### src/rtl/mem_port_arbiter.sv
// mem_port_arbiter: shares one single-port memory between two requesters.
// Round-robin arbitration, registered memory command, read-latency wait,
// and a one-cycle ack (plus read data) back to the winner.
// Optional build macro MEM_ARB_FIXED_PRIO_EN: requester 0 always wins
// contention and the round-robin pointer is removed.
module mem_port_arbiter #(
  parameter int AW     = 6,
  parameter int DW     = 8,
  parameter int RD_LAT = 1
) (
  input  logic          clk,
  input  logic          rst,
  input  logic          req0,
  input  logic          wr0,
  input  logic [AW-1:0] addr0,
  input  logic [DW-1:0] wdata0,
  output logic          ack0,
  input  logic          req1,
  input  logic          wr1,
  input  logic [AW-1:0] addr1,
  input  logic [DW-1:0] wdata1,
  output logic          ack1,
  output logic [DW-1:0] rdata,
  output logic          mem_en,
  output logic          mem_wr,
  output logic [AW-1:0] mem_addr,
  output logic [DW-1:0] mem_wdata,
  input  logic [DW-1:0] mem_rdata,
  output logic          busy
);

  typedef enum logic [1:0] {
    IDLE   = 2'd0,
    ACCESS = 2'd1,
    RDWAIT = 2'd2
  } state_t;

  localparam int CW = 2;

  state_t        state_r,     state_n;
  logic          mem_en_r,    mem_en_n;
  logic          mem_wr_r,    mem_wr_n;
  logic [AW-1:0] mem_addr_r,  mem_addr_n;
  logic [DW-1:0] mem_wdata_r, mem_wdata_n;
  logic [DW-1:0] rdata_r,     rdata_n;
  logic          ack0_r,      ack0_n;
  logic          ack1_r,      ack1_n;
  logic          gnt_r,       gnt_n;
  logic [CW-1:0] cnt_r,       cnt_n;

  logic          elig0_s;
  logic          elig1_s;
  logic          grant1_s;

  // A requester currently being acked is not eligible, so a held req is
  // not re-granted in its own ack cycle.
  assign elig0_s = req0 & ~ack0_r;
  assign elig1_s = req1 & ~ack1_r;

`ifdef MEM_ARB_FIXED_PRIO_EN
  assign grant1_s = elig1_s & ~elig0_s;
`else
  logic rr_r, rr_n;
  // rr_r = 0 favours requester 0, 1 favours requester 1.
  assign grant1_s = elig1_s & (~elig0_s | rr_r);
`endif

  // Next-state and next-output logic for the arbitration FSM.
  always_comb begin
    state_n     = state_r;
    mem_en_n    = 1'b0;
    mem_wr_n    = 1'b0;
    mem_addr_n  = mem_addr_r;
    mem_wdata_n = mem_wdata_r;
    rdata_n     = rdata_r;
    ack0_n      = 1'b0;
    ack1_n      = 1'b0;
    gnt_n       = gnt_r;
    cnt_n       = cnt_r;
`ifndef MEM_ARB_FIXED_PRIO_EN
    rr_n        = rr_r;
`endif
    case (state_r)
      IDLE: begin
        if (elig0_s || elig1_s) begin
          gnt_n       = grant1_s;
          mem_en_n    = 1'b1;
          mem_wr_n    = grant1_s ? wr1    : wr0;
          mem_addr_n  = grant1_s ? addr1  : addr0;
          mem_wdata_n = grant1_s ? wdata1 : wdata0;
`ifndef MEM_ARB_FIXED_PRIO_EN
          rr_n        = ~grant1_s;
`endif
          state_n     = ACCESS;
        end else begin
          state_n = IDLE;
        end
      end
      ACCESS: begin
        if (mem_wr_r) begin
          ack0_n  = ~gnt_r;
          ack1_n  = gnt_r;
          state_n = IDLE;
        end else begin
          cnt_n   = CW'(RD_LAT - 1);
          state_n = RDWAIT;
        end
      end
      RDWAIT: begin
        if (cnt_r == {CW{1'b0}}) begin
          rdata_n = mem_rdata;
          ack0_n  = ~gnt_r;
          ack1_n  = gnt_r;
          state_n = IDLE;
        end else begin
          cnt_n = cnt_r - {{(CW-1){1'b0}}, 1'b1};
        end
      end
      default: begin
        state_n = IDLE;
      end
    endcase
  end

  // State and output registers; synchronous reset aborts any access in flight.
  always_ff @(posedge clk) begin
    if (rst) begin
      state_r     <= IDLE;
      mem_en_r    <= 1'b0;
      mem_wr_r    <= 1'b0;
      mem_addr_r  <= {AW{1'b0}};
      mem_wdata_r <= {DW{1'b0}};
      rdata_r     <= {DW{1'b0}};
      ack0_r      <= 1'b0;
      ack1_r      <= 1'b0;
      gnt_r       <= 1'b0;
      cnt_r       <= {CW{1'b0}};
`ifndef MEM_ARB_FIXED_PRIO_EN
      rr_r        <= 1'b0;
`endif
    end else begin
      state_r     <= state_n;
      mem_en_r    <= mem_en_n;
      mem_wr_r    <= mem_wr_n;
      mem_addr_r  <= mem_addr_n;
      mem_wdata_r <= mem_wdata_n;
      rdata_r     <= rdata_n;
      ack0_r      <= ack0_n;
      ack1_r      <= ack1_n;
      gnt_r       <= gnt_n;
      cnt_r       <= cnt_n;
`ifndef MEM_ARB_FIXED_PRIO_EN
      rr_r        <= rr_n;
`endif
    end
  end

  assign mem_en    = mem_en_r;
  assign mem_wr    = mem_wr_r;
  assign mem_addr  = mem_addr_r;
  assign mem_wdata = mem_wdata_r;
  assign rdata     = rdata_r;
  assign ack0      = ack0_r;
  assign ack1      = ack1_r;
  assign busy      = (state_r != IDLE);

endmodule

### config.mk
export PLATFORM = sky130hd
export DESIGN_NAME = mem_port_arbiter
export DESIGN_NICKNAME = d
export VERILOG_FILES = /design/src/rtl/mem_port_arbiter.sv
export SDC_FILE = /design/constraint.sdc
export NUM_CORES = 1
export LEC_CHECK = 0
export BUFFER_PORTS_ARGS = -buffer_cell sky130_fd_sc_hd__buf_2
export CAP_MARGIN = 40
export CORE_MARGIN = 5
export CORE_UTILIZATION = 45
export CTS_BUF_LIST = sky130_fd_sc_hd__clkbuf_4 sky130_fd_sc_hd__clkbuf_8
export DETAILED_ROUTE_END_ITERATION = 8
export GPL_ROUTABILITY_DRIVEN = 0
export GPL_TIMING_DRIVEN = 0
export PLACE_DENSITY_LB_ADDON = 0.2
export RECOVER_POWER = 50
export SYNTH_ARGS = -nofsm -noshare
export SYNTH_HDL_FRONTEND = slang
export SYNTH_SLANG_ARGS = --single-unit
### constraint.sdc
create_clock -name clk -period 4.09 [get_ports clk]
set_input_delay 0.409 -clock clk [delete_from_list [all_inputs] [get_ports clk]]
set_output_delay 0.409 -clock clk [all_outputs]
set_load 0.05 [all_outputs]
Yosys cells after proc, flatten, opt, wreduce, memory -nomap -nowiden:

Index checks and enable logic that the tools add are counted.

* $add $sub $neg: 1
* multiply operators: 0
* divide/modulo/power cells: 0
* order comparisons: 0
* eq/ne operators: 5
* shifts and indexed selects: 0
* muxes and demuxes: 17
* bitwise operators: 11
* reduce and logical (&&, ||, !) cells: 10

Operators with widths (number)
* 2-to-1 mux 2 bit: 4
* 2-to-1 mux 8 bit: 1
* 2-to-1 mux 1 bit: 7
* inverter 1 bit: 7
* 2-to-1 mux 6 bit: 1
* != test 2 bit, second input constant: 3
* case mux 2 bit (3 select lines): 1
* zero test 2 bit: 2
* case mux 1 bit (2 select lines): 2
* case mux 2 bit (2 select lines): 1
* AND reduction 2 bit: 2
* nonzero test 2 bit: 2
* AND 1 bit: 3
* AND reduction 3 bit: 1
* OR reduction 3 bit: 1
* == test 2 x 1 -> 1 bit, second input constant: 1
* == test 2 bit, second input constant: 1
* OR reduction 2 bit: 1
* subtractor 2 x 1 -> 2 bit, second input constant: 1
* logical OR 1 bit: 1
* OR 1 bit: 1

* flip-flop bits (word level): 32
* latch bits: 0
* bits in writable memories: 0
* memory bits (read-only): 0
* input bits: 42
* output and inout bits: 27
* word-level logic and storage cells: 55
* memories: 0

Depth between registers and ports, before layout:

Gate-level depths: netlist of run 1.

* depth in word-level cells: 6
* depth in mapped cells: 7
* gate-level depth less buffers: 6

Least setup slack after synthesis of run 1:

Ideal clock, no wire load.

* kind: flip-flop to flip-flop
* from: register ack0_r (netlist: ack0)
* to: register mem_addr_r[0] (netlist: mem_addr[0])
* setup time: 88 ps
* data arrival time: 1490 ps
* required time: 4002 ps
* slack: 2512 ps
* stages on the path, launching flop included: 7
* buffers on the path: 2
* clock period less this slack: 1578 ps
* cell sequence: dfxtp_1 -> nand2b_4 -> o21a_1 -> buf_4 -> buf_6 -> nand2_1 -> a311oi_2

* longest elaborated chain between the ends: 6
* elaborated cells between the ends (all ways): 8
* classes of those cells: mux (1); bitwise (5); reduce/logical (2)

Ends and longest elaborated chain
* from (decl): line 46 `logic ack0_r, ack0_n;`
* from (signal assigned): line 148 `ack0_r <= ack0_n;`
* inverter 1 bit *: line 57 `assign elig0_s = req0 & ~ack0_r;`
* AND 1 bit *: line 57
* inverter 1 bit: line 65 `assign grant1_s = elig1_s & (~elig0_s | rr_r);`
* OR 1 bit: line 65
* AND 1 bit: line 65
* 2-to-1 mux 6 bit: line 89 `mem_addr_n = grant1_s ? addr1 : addr0;`
* to (signal assigned): line 131 `mem_addr_r <= {AW{1'b0}};`
* to (signal assigned): line 145 `mem_addr_r <= mem_addr_n;`
* to (decl): line 43 `logic [AW-1:0] mem_addr_r, mem_addr_n;`

Every way passes the cells marked *; elsewhere a longest branch is shown, timed or not.
A chain may end at the register's enable or synchronous reset.

Final worst setup path of run 1:

* from: register state_r[0]
* to: output busy

* longest elaborated chain between the ends: 1

Ends and longest elaborated chain
* from (decl): line 40 `state_t state_r, state_n;`
* from (signal assigned): line 142 `state_r <= state_n;`
* nonzero test 2 bit: line 165 `assign busy = (state_r != IDLE);`
* to (decl): line 29 `output logic busy`

No other way between the ends.

==> results_dict.tcl, run 1 <==
set metrics [dict create \
    run_status "completed" \
    grt.total_usage_pct 16.7 \
    cts-root-buf "clkbuf_4" \
    placeable_core_region_um2 3080 \
    synth_commonest_cells "47 x nand2_1, 32 x dfxtp_1, 20 x nor2_1" \
    timing.critical_path.max_delay_family "buffers and inverters" \
    critical-path-top-cell-by-count "inv_1" \
    synth_top_cells_by_area "dfxtp_1 44%, nand2_1 12%, a311oi_2 7.3%" \
    io_buffers 68 \
    period_needed_ps 1750 \
    ordered_list_of_cells_on_the_worst_path "inv_1 -> ha_1 -> inv_1 -> buf_2" \
    antenna_violating_nets_post_route 0 \
    register_area_um2 641 \
    syn_nets 217 \
    synth_enable_flop_cells 0 \
    yosys_warnings 0 \
    power.density_nw_per_um2 421 \
    synth.cell_area_um2 1450 \
    final_setup_violation_count 0 \
    fillers 299 \
    postCtsSetupRepairBufs 0 \
    setup_slack_ps 2340 \
    worstPathMaxFanout 4 \
    clock_insertion_delay_worst_skew_ps 320 \
    synthMostInstantiatedCell "nand2_1" \
    postPlaceCellArea_um2 1840 \
    placementRows 20 \
    drt-total-wl_um 3470 \
    end_kind "output port" \
    cellLeakagePower_nw 0.778 \
    worstPathArrival_ps 1340 \
    slowest_delay_ps 390 \
    achievable_freq_mhz 572 \
    first_global_vias 1294 \
    worst_margin_pin_slew_ps 659 \
    netlist_instances 170 \
    clock_sinks 32 \
    final_max_slew_viol_count 0 \
    detailroute.via_count 1382 \
    multi_input_gate_area_um2 717 \
    cts_htree_levels 2 \
    grt_pass1_wl_um 5690 \
    layout.nets 292 \
    yosysTopAreaCellShare_pct 44.3 \
    initial_core_util_pct 47.0 \
    startpoint "state_r[0]" \
    rsz_0062_raised_after_global_routing "no" \
    x_dimension_of_the_die_um 66.7 \
    areaGrowthSynthToFinish_pct 29.2 \
    final-hold-violation-count 0 \
    finalClockSkew_ps 5.03 \
    clkSlewWorstSetupHoldPaths_ps 90 \
    antenna_violations_before_repair 0 \
    cts_hold_buf 0 \
    vdd_drop_max_mv 0.222 \
    post-route-period-util_pct 42.7 \
    timing_worst_setup_path_type "reg -> out" \
    avgSynthCellArea_um2 8.51 \
    ios 69 \
    pwr_total_mw 0.786 \
    layout.core_utilization_pct 60.7 \
    die_height_um 66.7 \
    hold_path_startpoint "rst" \
    synth-seq-area-share_pct 44.3 \
    ctsLongestPathBuffers 2 \
    worst-endpoint-required_ps 3680 \
    remaining_drc_errors 0 \
    start_kind "register" \
    route.detailed.wl_per_inst_um 12.0 \
    detail_route.first_pass.iterations 4 \
    synth-seq-cells 32 \
    synth_cell_type_count 30 \
    post_cts_resize_count 0 \
    final_design_area_no_fill_um2 1870 \
    worstReg2RegStart "state_r[0]" \
    via_per_inst 4.78 \
    timing.setup.tns_ps 0 \
    async_flop_share_pct 0 \
    tritoncts_clock_tree "yes" \
    place_ws_ps 2460 \
    max_slew_margin_pct 56.1 \
    drive_above_1_share_pct 26.9 \
    dp_hpwl_um 2670 \
    cts_buffers 5 \
    synth_top_flop_cell "dfxtp_1" \
    cap_viol_max_count 0 \
    dieArea_um2 4450 \
    antenna_cells 0 \
    cpMaxStageDelayCell "dfxtp_1" \
    worstHoldPathType "in -> reg" \
    detail_route.iter0.violations 53 \
    grt_max_degree 11 \
    number_of_buffers_and_inverters_on_the_critical_path 3 \
    yosysTopAreaCell "dfxtp_1" \
    grt-ovfl-total 0 \
]
[area by class of cell]
type,count,area share (%)
plain buffers,10,3.28
clock buffers,7,3.48
inverters,6,1.20
multi-input cells,122,38.4
flip-flops and latches,32,34.3
well taps,44,2.95
repair buffers,68,16.5
[routing by layer]
metal / wire (µm) / up-vias / part of all wire (%) / GRT usage [%]
met5: 0 / - / 0 / 0
met4: 19 / 0 / 0.55 / 3.81
met3: 268 / 2 / 7.7 / 6.58
met2: 1620 / 42 / 47 / 26.2
met1: 1560 / 610 / 45 / 21.5
li1: - / 728 / - / -
[state kept, by name (all words and copies together), names as in the netlist]
signal	cells
mem_wr	1
mem_addr	6
rdata	8
cnt_r	2
gnt_r	1
ack0	1
state_r	2
rr_r	1
ack1	1
mem_en	1
mem_wdata	8
[path summary, 6_finish.rpt]
check | slack, ps | end | cells after the start
hold / removal | 290 | ack1 | 2
setup / recovery | 2340 | busy | 4
setup reg to reg | 2420 | mem_wdata[0] | 7
hold reg to reg | 450 | ack0 | 1
[cells in the final DEF (no fill, tap or decap), types with 3 or more instances in the layout]
cell,netlist,layout
clkbuf_1,1,28
nor2_1,20,20
buf_2,2,43
clkbuf_4,0,5
o21ai_0,3,3
a21oi_1,13,14
nand2_1,47,47
ha_1,5,5
buf_4,4,4
inv_1,5,5
a311oi_1,7,7
dfxtp_1,32,32
a311oi_2,7,7
[stage by stage]
| step | instances | hold slack, ps |
|---|---|---|
| after floorplan | 170 | 415 |
| after global placement | 282 | 431 |
| after detailed placement | 282 | 432 |
| after CTS | 289 | 275 |
| after global routing | 289 | 280 |
| final | 289 | 287 |
[cell families after synthesis]
logic type / share of synthesized area [%]
DFF: 44.3
and+or+nand+nor: 24.3
adders and majority gates: 4.33
buffers and inverters: 5.88
muxes: 1.38
AOI/OAI and AO/OA: 19.8
[power breakdown]
part	switching (mW)	internal [mW]
Combinational	0.166	0.0688
Sequential	0.0146	0.339
Clock	0.101	0.0975
(Power assumes the default switching activity.)
==> run 2: changes to the inputs <==
CORE_UTILIZATION = 43   (was 45)
clock period = 1.4 ns   (was 4.09 ns; I/O delays follow)
==> results_dict.tcl, run 2 (same netlist as run 1, synthesis figures left out) <==
set metrics [dict create \
    grt_pass1_wl_um 5690 \
    layout.nets 298 \
    initial_core_util_pct 44.0 \
    remaining_drc_errors 0 \
    clock_sinks 32 \
    placementRows 21 \
    slowest_delay_ps 390 \
    number_of_buffers_and_inverters_on_the_critical_path 1 \
    period_needed_ps 1400 \
    violated_checks "setup timing" \
    io_buffers 68 \
    grt_max_degree 11 \
    final-hold-violation-count 0 \
    grt.total_usage_pct 16.3 \
    cts_buffers 5 \
    cts-root-buf "clkbuf_4" \
    worstHoldPathType "in -> reg" \
    detail_route.first_pass.iterations 4 \
    setup_slack_ps -1.01 \
    cts_htree_levels 2 \
    ctsLongestPathBuffers 2 \
    worstPathArrival_ps 1640 \
    areaGrowthSynthToFinish_pct 41.3 \
    route.detailed.wl_per_inst_um 12.6 \
    intPower_mw 1.44 \
    via_per_inst 4.85 \
    final_design_area_no_fill_um2 2040 \
    worst_margin_pin_slew_ps 615 \
    timing_worst_setup_path_type "reg -> reg" \
    antenna_cells 0 \
    cts_hold_buf 0 \
    achievable_freq_mhz 714 \
    antenna_violating_nets_post_route 0 \
    most_common_cell_after_layout_fill_and_taps_aside "buf_2" \
    pwr_total_mw 2.27 \
    ios 69 \
    max_slew_margin_pct 59.0 \
    end_kind "register" \
    share_comb_of_total_power_pct 35.2 \
    detailroute.via_count 1432 \
    power.density_nw_per_um2 1110 \
    worstPathMaxFanout 4 \
    ordered_list_of_cells_on_the_worst_path "buf_4 -> ha_1 -> and2_4 -> or4_1 -> a21oi_1" \
    start_kind "register" \
    rsz_0062_raised_after_global_routing "yes" \
    tritoncts_clock_tree "yes" \
    final_max_slew_viol_count 0 \
    finalClockSkew_ps 6.81 \
    antenna_violations_before_repair 0 \
    clock_insertion_delay_worst_skew_ps 320 \
    detail_route.iter0.violations 101 \
    timing.critical_path.max_delay_family "simple AND/OR/NAND/NOR gates" \
    x_dimension_of_the_die_um 68.0 \
    drt-total-wl_um 3700 \
    p_seq_share_pct 45.7 \
    cpMaxStageDelayCell "or4_1" \
    vdd_drop_max_mv 0.739 \
    post-route-period-util_pct 100 \
    switching_share_pct 36.6 \
    run_status "finished with violations" \
    final_setup_violation_count 2 \
    mostFrequentLayoutCells "49 x buf_2, 47 x nand2_1, 28 x dfxtp_1" \
    drive_above_1_share_pct 45.4 \
    cellLeakagePower_nw 0.887 \
    cap_viol_max_count 0 \
    grt-ovfl-total 0 \
    die_height_um 68.0 \
    fin_hold_ws_ps 43.2 \
    postPlaceCellArea_um2 1900 \
    dieArea_um2 4620 \
    clock_power_share_pct 19.1 \
    worst-endpoint-required_ps 1640 \
    first_global_vias 1319 \
    fillers 317 \
    clkSlewWorstSetupHoldPaths_ps 90 \
    p_switching_mw 0.833 \
    dp_hpwl_um 2810 \
    placeable_core_region_um2 3280 \
]
==> run 2: cell types whose count changed in the layout (fill, tap and decap cells not counted), sizes merged <==
cell	previous run	this run
inv	6	5
clkbuf	35	24
buf	50	65
clkinvlp	0	1
==> run 2: what timing repair did <==
action / 4_1_cts / 5_1_grt
resized for setup: 8 / 10
pin swaps: 0 / 1
cloned: 0 / 0
endpoints found under the setup margin: 19 / 22
setup buffers: 3 / 3
==> run 2: final cells by class <==
| class | count | area, µm² | area share (%) |
|---|---|---|---|
| buffer | 10 | 86.3 | 4.23 |
| clock buffer | 5 | 37.5 | 1.84 |
| inverter | 6 | 28.8 | 1.41 |
| multi-input combinational | 122 | 805 | 39.4 |
| sequential | 32 | 646 | 31.6 |
| tap | 46 | 57.6 | 2.82 |
| timing repair buffer | 74 | 383 | 18.7 |
==> run 2: layer usage <==
layer / global-route usage (%) / vias up / wire length [µm]
met2: 29.4 / 42 / 1900
met3: 4.60 / 6 / 259
met4: 5.96 / 0 / 44
li1: - / 738 / -
met5: 0 / - / 0
met1: 18.1 / 646 / 1510
==> run 2: final timing paths <==
path / slack, ps / start / to / depth (start not counted)
setup / recovery: -1 / state_r[0] / cnt_r[1] / 5
hold / removal: 40 / rst / ack1 / 2
hold reg to reg: 460 / rdata[7] / rdata[7] / 2
setup reg to reg: -1 / state_r[0] / cnt_r[1] / 5
==> run 2: power by group through the flow <==
stage	clock [mW]	sequential (mW)	combinational, mW
after floorplan	0	1.29	0.321
after global placement	0	1.05	0.745
after detailed placement	0	1.06	0.752
after CTS	0.446	1.04	0.778
after global routing	0.485	1.05	0.861
final	0.434	1.04	0.801
==> run 2: metrics by stage <==
step           cells  TNS [ps]  utilization (%)  setup WS, ps
2_1_floorplan    170     -1830                -          -143
3_3_place_gp     284      -276             57.7         -90.8
3_5_place_dp     284      -524             57.7          -126
4_1_cts          292     -32.6             60.3         -32.6
5_1_grt          295     -1100             62.2          -108
6_report         295     -1.59             62.2         -1.01
